--- src/rtl/voice_mix_pkg.sv ---
// Shared types and constant helpers for the voice mixer scheduler.
// The SCALE state exists only when VOICE_MIX_MASTER_GAIN_EN is defined.
package voice_mix_pkg;

    typedef enum logic [2:0] {
        IDLE  = 3'd0,
        ISSUE = 3'd1,
        WAIT  = 3'd2,
        NEXT  = 3'd3,
        DONE  = 3'd4
`ifdef VOICE_MIX_MASTER_GAIN_EN
        ,
        SCALE = 3'd5
`endif
    } mix_state_e;

    function automatic int clog2(input int value);
        int r;
        r = 32'sd0;
        while ((32'sd1 <<< r) < value) begin
            r = r + 32'sd1;
        end
        return r;
    endfunction

    // Guard bits let every voice at full scale add up without wrapping.
    function automatic int acc_width(input int num_voices, input int bitwidth);
        return bitwidth + clog2(num_voices);
    endfunction

    function automatic longint sat_max(input int width);
        return (64'sd1 <<< (width - 32'sd1)) - 64'sd1;
    endfunction

    function automatic longint sat_min(input int width);
        return -(64'sd1 <<< (width - 32'sd1));
    endfunction

endpackage

--- src/rtl/voice_mix_sched_sat_clip.sv ---
// Combinational signed saturator from a wide accumulator to the sample width.
module sat_clip
    import voice_mix_pkg::*;
#(
    parameter int IN_W  = 27,
    parameter int OUT_W = 24
) (
    input  logic signed [IN_W-1:0] din,
    output logic        [OUT_W-1:0] dout
);

    localparam logic signed [IN_W-1:0] MAX_V = IN_W'(sat_max(OUT_W));
    localparam logic signed [IN_W-1:0] MIN_V = IN_W'(sat_min(OUT_W));

    // Clamp to the representable range of the narrower signed word.
    always_comb begin
        dout = din[OUT_W-1:0];
        if (din > MAX_V) begin
            dout = MAX_V[OUT_W-1:0];
        end else if (din < MIN_V) begin
            dout = MIN_V[OUT_W-1:0];
        end else begin
            dout = din[OUT_W-1:0];
        end
    end

endmodule

--- src/rtl/voice_mix_sched.sv ---
// Per-frame scheduler polling NUM_VOICES voices and mixing them into one
// saturated stereo sample. Optional master shift: VOICE_MIX_MASTER_GAIN_EN.
module voice_mix_sched
    import voice_mix_pkg::*;
#(
    parameter int NUM_VOICES = 8,
    parameter int BITWIDTH   = 24,
    parameter int TIMEOUT    = 64
) (
    input  logic                         ctl_clk,
    input  logic                         ctl_rst,
    input  logic                         frame_tick,
    input  logic [NUM_VOICES-1:0]        voice_en,
`ifdef VOICE_MIX_MASTER_GAIN_EN
    input  logic [3:0]                   master_shift,
`endif
    output logic [clog2(NUM_VOICES)-1:0] voice_sel,
    output logic                         voice_start,
    input  logic                         voice_valid,
    input  logic [BITWIDTH-1:0]          voice_l,
    input  logic [BITWIDTH-1:0]          voice_r,
    output logic [BITWIDTH-1:0]          wave_l,
    output logic [BITWIDTH-1:0]          wave_r,
    output logic                         sample_valid,
    output logic                         busy,
    input  logic                         err_clr,
    output logic                         overrun_err,
    output logic                         timeout_err
);

    localparam int SEL_W = clog2(NUM_VOICES);
    localparam int ACC_W = acc_width(NUM_VOICES, BITWIDTH);
    localparam int GUARD = ACC_W - BITWIDTH;
    localparam int TO_W  = clog2(TIMEOUT + 1);

    mix_state_e              state_r, state_nxt;
    logic [SEL_W-1:0]        idx_r, idx_nxt;
    logic [NUM_VOICES-1:0]   en_r, en_nxt;
    logic [TO_W-1:0]         cnt_r, cnt_nxt;
    logic signed [ACC_W-1:0] acc_l_r, acc_l_nxt, acc_r_r, acc_r_nxt;
    logic signed [ACC_W-1:0] ext_l_s, ext_r_s;
    logic [BITWIDTH-1:0]     sat_l_s, sat_r_s;
    logic [BITWIDTH-1:0]     wave_l_r, wave_l_nxt, wave_r_r, wave_r_nxt;
    logic                    start_r, start_nxt;
    logic                    sv_r, sv_nxt;
    logic                    busy_r;
    logic [SEL_W-1:0]        sel_r;
    logic                    ov_r, ov_set_s;
    logic                    to_r, to_set_s;
`ifdef VOICE_MIX_MASTER_GAIN_EN
    logic [3:0]              shift_r, shift_nxt;
`endif

    assign ext_l_s = {{GUARD{voice_l[BITWIDTH-1]}}, voice_l};
    assign ext_r_s = {{GUARD{voice_r[BITWIDTH-1]}}, voice_r};

    sat_clip #(.IN_W(ACC_W), .OUT_W(BITWIDTH)) u_sat_l (.din(acc_l_r), .dout(sat_l_s));
    sat_clip #(.IN_W(ACC_W), .OUT_W(BITWIDTH)) u_sat_r (.din(acc_r_r), .dout(sat_r_s));

    // Next-state, datapath and strobe computation for the polling FSM.
    always_comb begin
        state_nxt  = state_r;
        idx_nxt    = idx_r;
        en_nxt     = en_r;
        cnt_nxt    = cnt_r;
        acc_l_nxt  = acc_l_r;
        acc_r_nxt  = acc_r_r;
        wave_l_nxt = wave_l_r;
        wave_r_nxt = wave_r_r;
        sv_nxt     = 1'b0;
        to_set_s   = 1'b0;
        ov_set_s   = frame_tick && (state_r != IDLE);
`ifdef VOICE_MIX_MASTER_GAIN_EN
        shift_nxt  = shift_r;
`endif
        case (state_r)
            IDLE: begin
                idx_nxt = {SEL_W{1'b0}};
                if (frame_tick) begin
                    acc_l_nxt = {ACC_W{1'b0}};
                    acc_r_nxt = {ACC_W{1'b0}};
                    en_nxt    = voice_en;
                    state_nxt = ISSUE;
`ifdef VOICE_MIX_MASTER_GAIN_EN
                    shift_nxt = master_shift;
`endif
                end else begin
                    state_nxt = IDLE;
                end
            end
            ISSUE: begin
                cnt_nxt = {TO_W{1'b0}};
                if (en_r[idx_r]) begin
                    state_nxt = WAIT;
                end else begin
                    state_nxt = NEXT;
                end
            end
            WAIT: begin
                if (voice_valid) begin
                    acc_l_nxt = acc_l_r + ext_l_s;
                    acc_r_nxt = acc_r_r + ext_r_s;
                    state_nxt = NEXT;
                end else if (cnt_r == TO_W'(TIMEOUT - 1)) begin
                    to_set_s  = 1'b1;
                    state_nxt = NEXT;
                end else begin
                    cnt_nxt = cnt_r + TO_W'(1'b1);
                end
            end
            NEXT: begin
                if (idx_r == SEL_W'(NUM_VOICES - 1)) begin
`ifdef VOICE_MIX_MASTER_GAIN_EN
                    state_nxt = SCALE;
`else
                    state_nxt = DONE;
`endif
                end else begin
                    idx_nxt   = idx_r + SEL_W'(1'b1);
                    state_nxt = ISSUE;
                end
            end
`ifdef VOICE_MIX_MASTER_GAIN_EN
            SCALE: begin
                acc_l_nxt = acc_l_r >>> shift_r;
                acc_r_nxt = acc_r_r >>> shift_r;
                state_nxt = DONE;
            end
`endif
            DONE: begin
                wave_l_nxt = sat_l_s;
                wave_r_nxt = sat_r_s;
                sv_nxt     = 1'b1;
                idx_nxt    = {SEL_W{1'b0}};
                state_nxt  = IDLE;
            end
            default: begin
                idx_nxt   = {SEL_W{1'b0}};
                state_nxt = IDLE;
            end
        endcase
        // Strobe is registered so it is high for exactly the ISSUE cycle.
        start_nxt = (state_nxt == ISSUE) && en_nxt[idx_nxt];
    end

    // State, datapath and registered outputs; synchronous active-low reset.
    always_ff @(posedge ctl_clk) begin
        if (!ctl_rst) begin
            state_r  <= IDLE;
            idx_r    <= {SEL_W{1'b0}};
            en_r     <= {NUM_VOICES{1'b0}};
            cnt_r    <= {TO_W{1'b0}};
            acc_l_r  <= {ACC_W{1'b0}};
            acc_r_r  <= {ACC_W{1'b0}};
            wave_l_r <= {BITWIDTH{1'b0}};
            wave_r_r <= {BITWIDTH{1'b0}};
            start_r  <= 1'b0;
            sv_r     <= 1'b0;
            busy_r   <= 1'b0;
            sel_r    <= {SEL_W{1'b0}};
            ov_r     <= 1'b0;
            to_r     <= 1'b0;
`ifdef VOICE_MIX_MASTER_GAIN_EN
            shift_r  <= 4'd0;
`endif
        end else begin
            state_r  <= state_nxt;
            idx_r    <= idx_nxt;
            en_r     <= en_nxt;
            cnt_r    <= cnt_nxt;
            acc_l_r  <= acc_l_nxt;
            acc_r_r  <= acc_r_nxt;
            wave_l_r <= wave_l_nxt;
            wave_r_r <= wave_r_nxt;
            start_r  <= start_nxt;
            sv_r     <= sv_nxt;
            busy_r   <= (state_nxt != IDLE);
            sel_r    <= idx_nxt;
            ov_r     <= ov_set_s | (ov_r & ~err_clr);
            to_r     <= to_set_s | (to_r & ~err_clr);
`ifdef VOICE_MIX_MASTER_GAIN_EN
            shift_r  <= shift_nxt;
`endif
        end
    end

    assign voice_sel    = sel_r;
    assign voice_start  = start_r;
    assign wave_l       = wave_l_r;
    assign wave_r       = wave_r_r;
    assign sample_valid = sv_r;
    assign busy         = busy_r;
    assign overrun_err  = ov_r;
    assign timeout_err  = to_r;

endmodule

--- config.mk ---
export PLATFORM = sky130hd
export DESIGN_NAME = voice_mix_sched
export DESIGN_NICKNAME = d
export VERILOG_FILES = /design/src/rtl/voice_mix_pkg.sv /design/src/rtl/voice_mix_sched_sat_clip.sv /design/src/rtl/voice_mix_sched.sv
export SDC_FILE = /design/constraint.sdc
export NUM_CORES = 1
export LEC_CHECK = 0
export ABC_AREA = 0
export CAP_MARGIN = 20
export CELL_PAD_IN_SITES_DETAIL_PLACEMENT = 0
export CELL_PAD_IN_SITES_GLOBAL_PLACEMENT = 2
export CORE_MARGIN = 1
export CORE_UTILIZATION = 32
export CTS_CLUSTER_DIAMETER = 200
export DETAILED_ROUTE_END_ITERATION = 10
export PLACE_DENSITY_LB_ADDON = 0.15
export RECOVER_POWER = 50
export SKIP_CTS_REPAIR_TIMING = 1
export SLEW_MARGIN = 20
export SYNTH_ARGS = -nofsm -noshare
export SYNTH_HDL_FRONTEND = slang
export SYNTH_SLANG_ARGS = --single-unit
--- constraint.sdc ---
create_clock -name ctl_clk -period 3.4 [get_ports ctl_clk]
set_input_delay 0.68 -clock ctl_clk [delete_from_list [all_inputs] [get_ports ctl_clk]]
set_output_delay 0.68 -clock ctl_clk [all_outputs]
set_load 0.05 [all_outputs]
# --- Word-level counts from Yosys, hierarchy flattened ---
# Cells that the tools add are included.
# W data, S select, Z words.
op_classes:
  n_mux: 30
  n_addsub: 4
  magnitude_cmp: 6
  n_reduce_logical: 10
  eq_ne: 11
  bitwise: 5
op_table:
  columns: ["operator", "n"]
  rows:
  - ["$pmux W27 S2", 2]
  - ["$mux W24", 4]
  - ["$mux W27", 3]
  - ["$add A27 B24 Y27", 2]
  - ["$gt A27 B24 Y1 const B", 2]
  - ["$lt A27 B24 Y1 const B", 2]
  - ["$mux W8", 2]
  - ["$mux W7", 2]
  - ["$pmux W7 S2", 1]
  - ["$mux W3", 4]
  - ["$pmux W3 S4", 1]
  - ["$lt A3 B4 Y1 const B", 2]
  - ["$mux W1", 8]
  - ["$ne A2 B2 Y1 const B", 4]
  - ["$add A7 B1 Y7 const B", 1]
  - ["$eq A7 B6 Y1 const B", 1]
  - ["$bmux W1 S3", 2]
  - ["$eq A3 B1 Y1 const B", 2]
  - ["$eq A3 B2 Y1 const B", 2]
  - ["$eq A3 B3 Y1 const B", 2]
  - ["$pmux W3 S2", 1]
  - ["$reduce_and A3 Y1", 2]
  - ["$reduce_bool A3 Y1", 2]
  - ["$reduce_bool A2 Y1", 2]
  - ["7 further kinds", 10]
totals:
  out_inout_bits: 56
  input_bits: 61
  regBits: 128

# --- Longest topological paths before layout ---
# Gate-level depths: netlist of the first run.
depth:
  depth_word: 6
  ltp_mapped: 11
  depth_no_buf: 11

# --- Cells and area by module ---
# Synthesis of the first run repeated with hierarchy kept, for this count alone.
unflattened:
  cells_unflattened: 1061
  hier_area_um2: 8494.4
by_module_without_submodules:
  columns: ["module", "seq_area_each_um2", "cells_each", "area_each_um2", "instances"]
  rows:
  - ["voice_mix_sched", 2562.5, 893, 7315.8, 1]
  - ["sat_clip", 0.0, 84, 589.3, 2]

# --- Worst setup path before layout of the first run ---
# Ideal clock, no wire load.
synth_timing:
  path_type: "input -> register"
  startpoint: "input port voice_l[0]"
  endpoint: "register acc_l_r[26]"
  cell_stages: 11
  t_arrival_ps: 2995
  path_slack_ps: 272
  t_required_ps: 3267
  path_buffers: 0
  path_cell_list: "ha_1 -> fa_1 -> a211oi_1 -> nor2_1 -> o31ai_1 -> a21oi_1 -> o41ai_2 -> o41ai_1 -> and4_1 -> a2111oi_2 -> o31ai_1"
synth_via:
  elab_chain_len: 3
synth_lines:
  columns: ["item", "line_no", "rtl"]
  rows:
  - ["start, declared", "voice_mix_sched.sv:20", "input logic [BITWIDTH-1:0] voice_l,"]
  - ["$add A27 B24 Y27", "voice_mix_sched.sv:101", "acc_l_nxt = acc_l_r + ext_l_s;"]
  - ["$mux W27", "voice_mix_sched.sv:100", "if (voice_valid) begin"]
  - ["$pmux W27 S2", "voice_mix_sched.sv:76", "case (state_r)"]
  - ["end signal, assigned", "voice_mix_sched.sv:153", "acc_l_r <= {ACC_W{1'b0}};"]
  - ["end signal, assigned", "voice_mix_sched.sv:171", "acc_l_r <= acc_l_nxt;"]
  - ["end, declared", "voice_mix_sched.sv:40", "logic signed [ACC_W-1:0] acc_l_r, acc_l_nxt, acc_r_r, acc_r_nxt;"]
# No other way between the ends. The select of a mux whose other input is x is not followed.
# A chain may end at the register's enable or synchronous reset.

# --- Worst setup path in the final report of the first run ---
layout_timing:
  startpoint: "input port voice_l[1]"
  endpoint: "register acc_l_r[26]"
# Same word-level chain as after synthesis.

==> flow_summary.json, run 1 <==
{
  "syn_avg_cell_area_um2": 8.07,
  "synth_xor_area_share_pct": 4.87,
  "cp-end-kind": "register",
  "grt_usage_pct": 18.6,
  "chipWidth_um": 154,
  "p_sw_share_pct": 28.0,
  "setup_viol": 0,
  "antenna_left": 0,
  "cts-root-buf": "clkbuf_16",
  "placed_cell_area_um2": 9340,
  "path_cells": "clkdlybuf4s50_1 > fa_2 > a211oi_2 > nor2_1 > o31ai_1 > buf_4 > a21oi_1 > o41ai_2 > o41ai_2 > and4_1 > a2111oi_2 > o31ai_1",
  "clock-sinks": 128,
  "ys_types": 61,
  "wl_per_cell_um": 15.4,
  "final.min_clock_period_ns": 3.18,
  "pwr-share-seq_pct": 36.8,
  "initial_core_util_pct": 32.6,
  "ys_async_sr_fraction_pct": 0,
  "p_total_mw": 4.35,
  "post-route-util_pct": 44.2,
  "die_h_um": 154,
  "drt-initial-drc-count": 255,
  "p_comb_share_pct": 17.4,
  "skew_ns": 0.0110,
  "critPathLaunchType": "input port",
  "grt_pass1_wl_um": 35200,
  "max_stage_delay_ns": 0.47,
  "htreeDepth": 4,
  "nNetsFinal": 1205,
  "p_int_mw": 3.13,
  "maxSlewHeadroom_pct": -12.8,
  "period_share_pct": 93.4,
  "p_per_area_nw_per_um2": 434,
  "synthCells": 914,
  "worstMarginPinSlew_ns": 1.69,
  "power_leakage_nw": 4.19,
  "port_buffers": 116,
  "worst_path_max_delay_cell": "clkdlybuf4s50_1",
  "power.switching_mw": 1.22,
  "syn_nets": 1031,
  "hpwl_um": 15900,
  "final_common_cell": "nand2_1",
  "fin_area_um2": 10000,
  "max_freq_ghz": 0.315,
  "clockBufferDepth": 2,
  "cts_buffers": 17,
  "gp_congestion": 0.797,
  "violations": "max-capacitance violations, max-slew violations",
  "drc": 0,
  "cp.required_ns": 3.70,
  "insertion_delay_ns": 0.43,
  "grt_start_max_net_pins": 76,
  "area_delta_synth_final_pct": 35.8,
  "synthesis.area_um2": 7370,
  "synth-edff-count": 0,
  "critPathMaxFanout": 3,
  "status": "finished with violations",
  "dieArea_um2": 23600,
  "rsz0062_at_grt": "no",
  "grt_pass1_vias": 6807,
  "crit_arrival_ns": 3.47,
  "drtPass1Iterations": 5,
  "path_class": "in2reg",
  "grt_remaining_overflow": 0,
  "drv_slew": 76,
  "clkPwrFrac_pct": 45.9,
  "synth_top_family_by_area": "compound AO/OA/AOI/OAI gates",
  "yosysWarnings": 0,
  "synthSimpleGateAreaFrac_pct": 17.3,
  "drt-total-wl_um": 21400,
  "vias": 7028,
  "core_area_um2": 22600,
  "yosys-mux-area-fraction_pct": 2.95,
  "hold_class": "reg2reg",
  "viasPerCell": 5.07,
  "ioPinCount": 117,
  "clk_pin_slew_ns": 0.06,
  "cts_tree": "built",
  "final_hold_viol_count": 0,
  "peakVddDrop_v": 0.000298,
  "synth_fa_ha_area_share_pct": 9.71,
  "n_fill_cell": 2318,
  "maxCapViolations": 1,
  "synth_compound_area_share_pct": 27.4,
  "num_rows": 55,
  "antenna_found_initial": 0,
  "final_layout_size_suffix_gt1_share_pct": 13.4,
  "yosysSeqAreaShare_pct": 34.8,
  "layout_common_cells": "134 x nand2_1, 128 x dfxtp_1, 109 x a21oi_1",
  "ys_ff_latch": 128,
  "n_antenna_cell": 0,
  "synthFlopType": "dfxtp_1"
}
[worst max-delay path, delay by kind of cell]
family,cells,cell delay (ns)
compound gates,7,1.43
buf+inv,2,0.63
fa+ha+maj,1,0.43
simple gates,2,0.31
[power by group through the flow]
stage               clock network, mW  logic, mW  registers (mW)
floorplan                           0      0.455            1.63
global placement                    0      0.765            1.63
detailed placement                  0      0.761            1.63
CTS                              2.04      0.766            1.60
global route                     2.11      0.838            1.60
finish                           1.99      0.754            1.60
[per-stage QoR]
stage                     hold slack (ns)  setup TNS [ns]  std cells  worst slack (ns)
after global placement              0.440           -2.46       1350            -0.284
after global routing                0.462               0       1386           0.00302
after detailed placement            0.444           -2.78       1350            -0.331
after CTS                           0.452               0       1382            0.0953
final                               0.445               0       1386             0.224
after floorplan                     0.443               0        914             0.272
[flip-flops by register name, indices dropped and copies added, names as in the netlist]
name and cells:
en_r 8, overrun_err 1, cnt_r 7, wave_r 24, sample_valid 1, voice_start 1, wave_l 24, voice_sel 3
timeout_err 1, acc_l_r 27, acc_r_r 27, state_r 3, busy 1
[logic make-up after synthesis]
group                      Yosys count
adders and majority gates           56
muxes                               14
xor gates and xnor gates            41
buffers and inverters               56
AOI/OAI and AO/OA                  329
and+or+nand+nor                    290
DFF                                128
[path summary, 6_finish.rpt]
kind | slack (ns) | depth (start not counted) | startpoint | endpoint
worst max-delay path | 0.22 | 12 | voice_l[1] | acc_l_r[26]$_SDFFE_PN0P_
worst min-delay path | 0.44 | 2 | wave_l[22]$_SDFFE_PN0P_ | wave_l[22]$_SDFFE_PN0P_
worst max register to register | 0.47 | 7 | state_r[1]$_SDFF_PN0_ | wave_r[6]$_SDFFE_PN0P_
worst min register to register | 0.44 | 2 | wave_l[22]$_SDFFE_PN0P_ | wave_l[22]$_SDFFE_PN0P_
[routing by layer]
layer  global-route usage [%]  vias to the layer above  wire length (um)
li1                         -                     3655                 -
met1                     25.6                     3247             10900
met2                     30.4                      111              9700
met3                     3.21                       15               581
met4                     4.14                        0               178
met5                        0                        -                 0
[synthesized netlist by cell type, types with 3 or more instances]
| master | n | area [um2] |
|---|---|---|
| nor3_1 | 20 | 100 |
| a32oi_1 | 5 | 43.8 |
| mux2i_1 | 6 | 60.1 |
| a211oi_1 | 8 | 60.1 |
| o31ai_1 | 7 | 52.6 |
| o21ai_1 | 3 | 15.0 |
| ha_1 | 54 | 676 |
| nand4_1 | 7 | 43.8 |
| inv_1 | 10 | 37.5 |
| nor2b_1 | 6 | 37.5 |
| buf_2 | 4 | 20.0 |
| nand3_1 | 16 | 80.1 |
| and3_1 | 7 | 43.8 |
| clkbuf_1 | 39 | 146 |
| o21ai_0 | 97 | 485 |
| a31oi_1 | 6 | 37.5 |
| nand2_1 | 134 | 503 |
| o21a_1 | 7 | 52.6 |
| and2_1 | 3 | 18.8 |
| xnor2_1 | 17 | 149 |
| nor2_1 | 68 | 255 |
| nor3b_1 | 4 | 30.0 |
| or2_2 | 4 | 25.0 |
| nand2b_1 | 12 | 75.1 |
| a21oi_1 | 109 | 546 |
| a21o_1 | 35 | 263 |
| a22oi_1 | 16 | 120 |
| or3_1 | 3 | 18.8 |
| mux4_2 | 6 | 135 |
| xor2_1 | 24 | 210 |
| o21bai_1 | 7 | 52.6 |
| dfxtp_1 | 128 | 2560 |
[final cells by class]
cell class | count | area (um2) | area share (%)
multi-input cells | 730 | 4630 | 46.3
flip-flops and latches | 128 | 2560 | 25.6
repair buffers | 200 | 1780 | 17.8
clock buffers | 18 | 429 | 4.29
well taps | 285 | 357 | 3.56
clock inverters | 14 | 203 | 2.02
inverters | 11 | 41.3 | 0.413
No activity file was read; power rests on OpenSTA's default activity.
==> inputs of run 2 (changes only) <==
- CORE_MARGIN: 1 -> default
- SLEW_MARGIN: 20 -> 0
==> results of run 2 <==
Same layout as run 1: the final DEF is identical, and so are final timing and power.
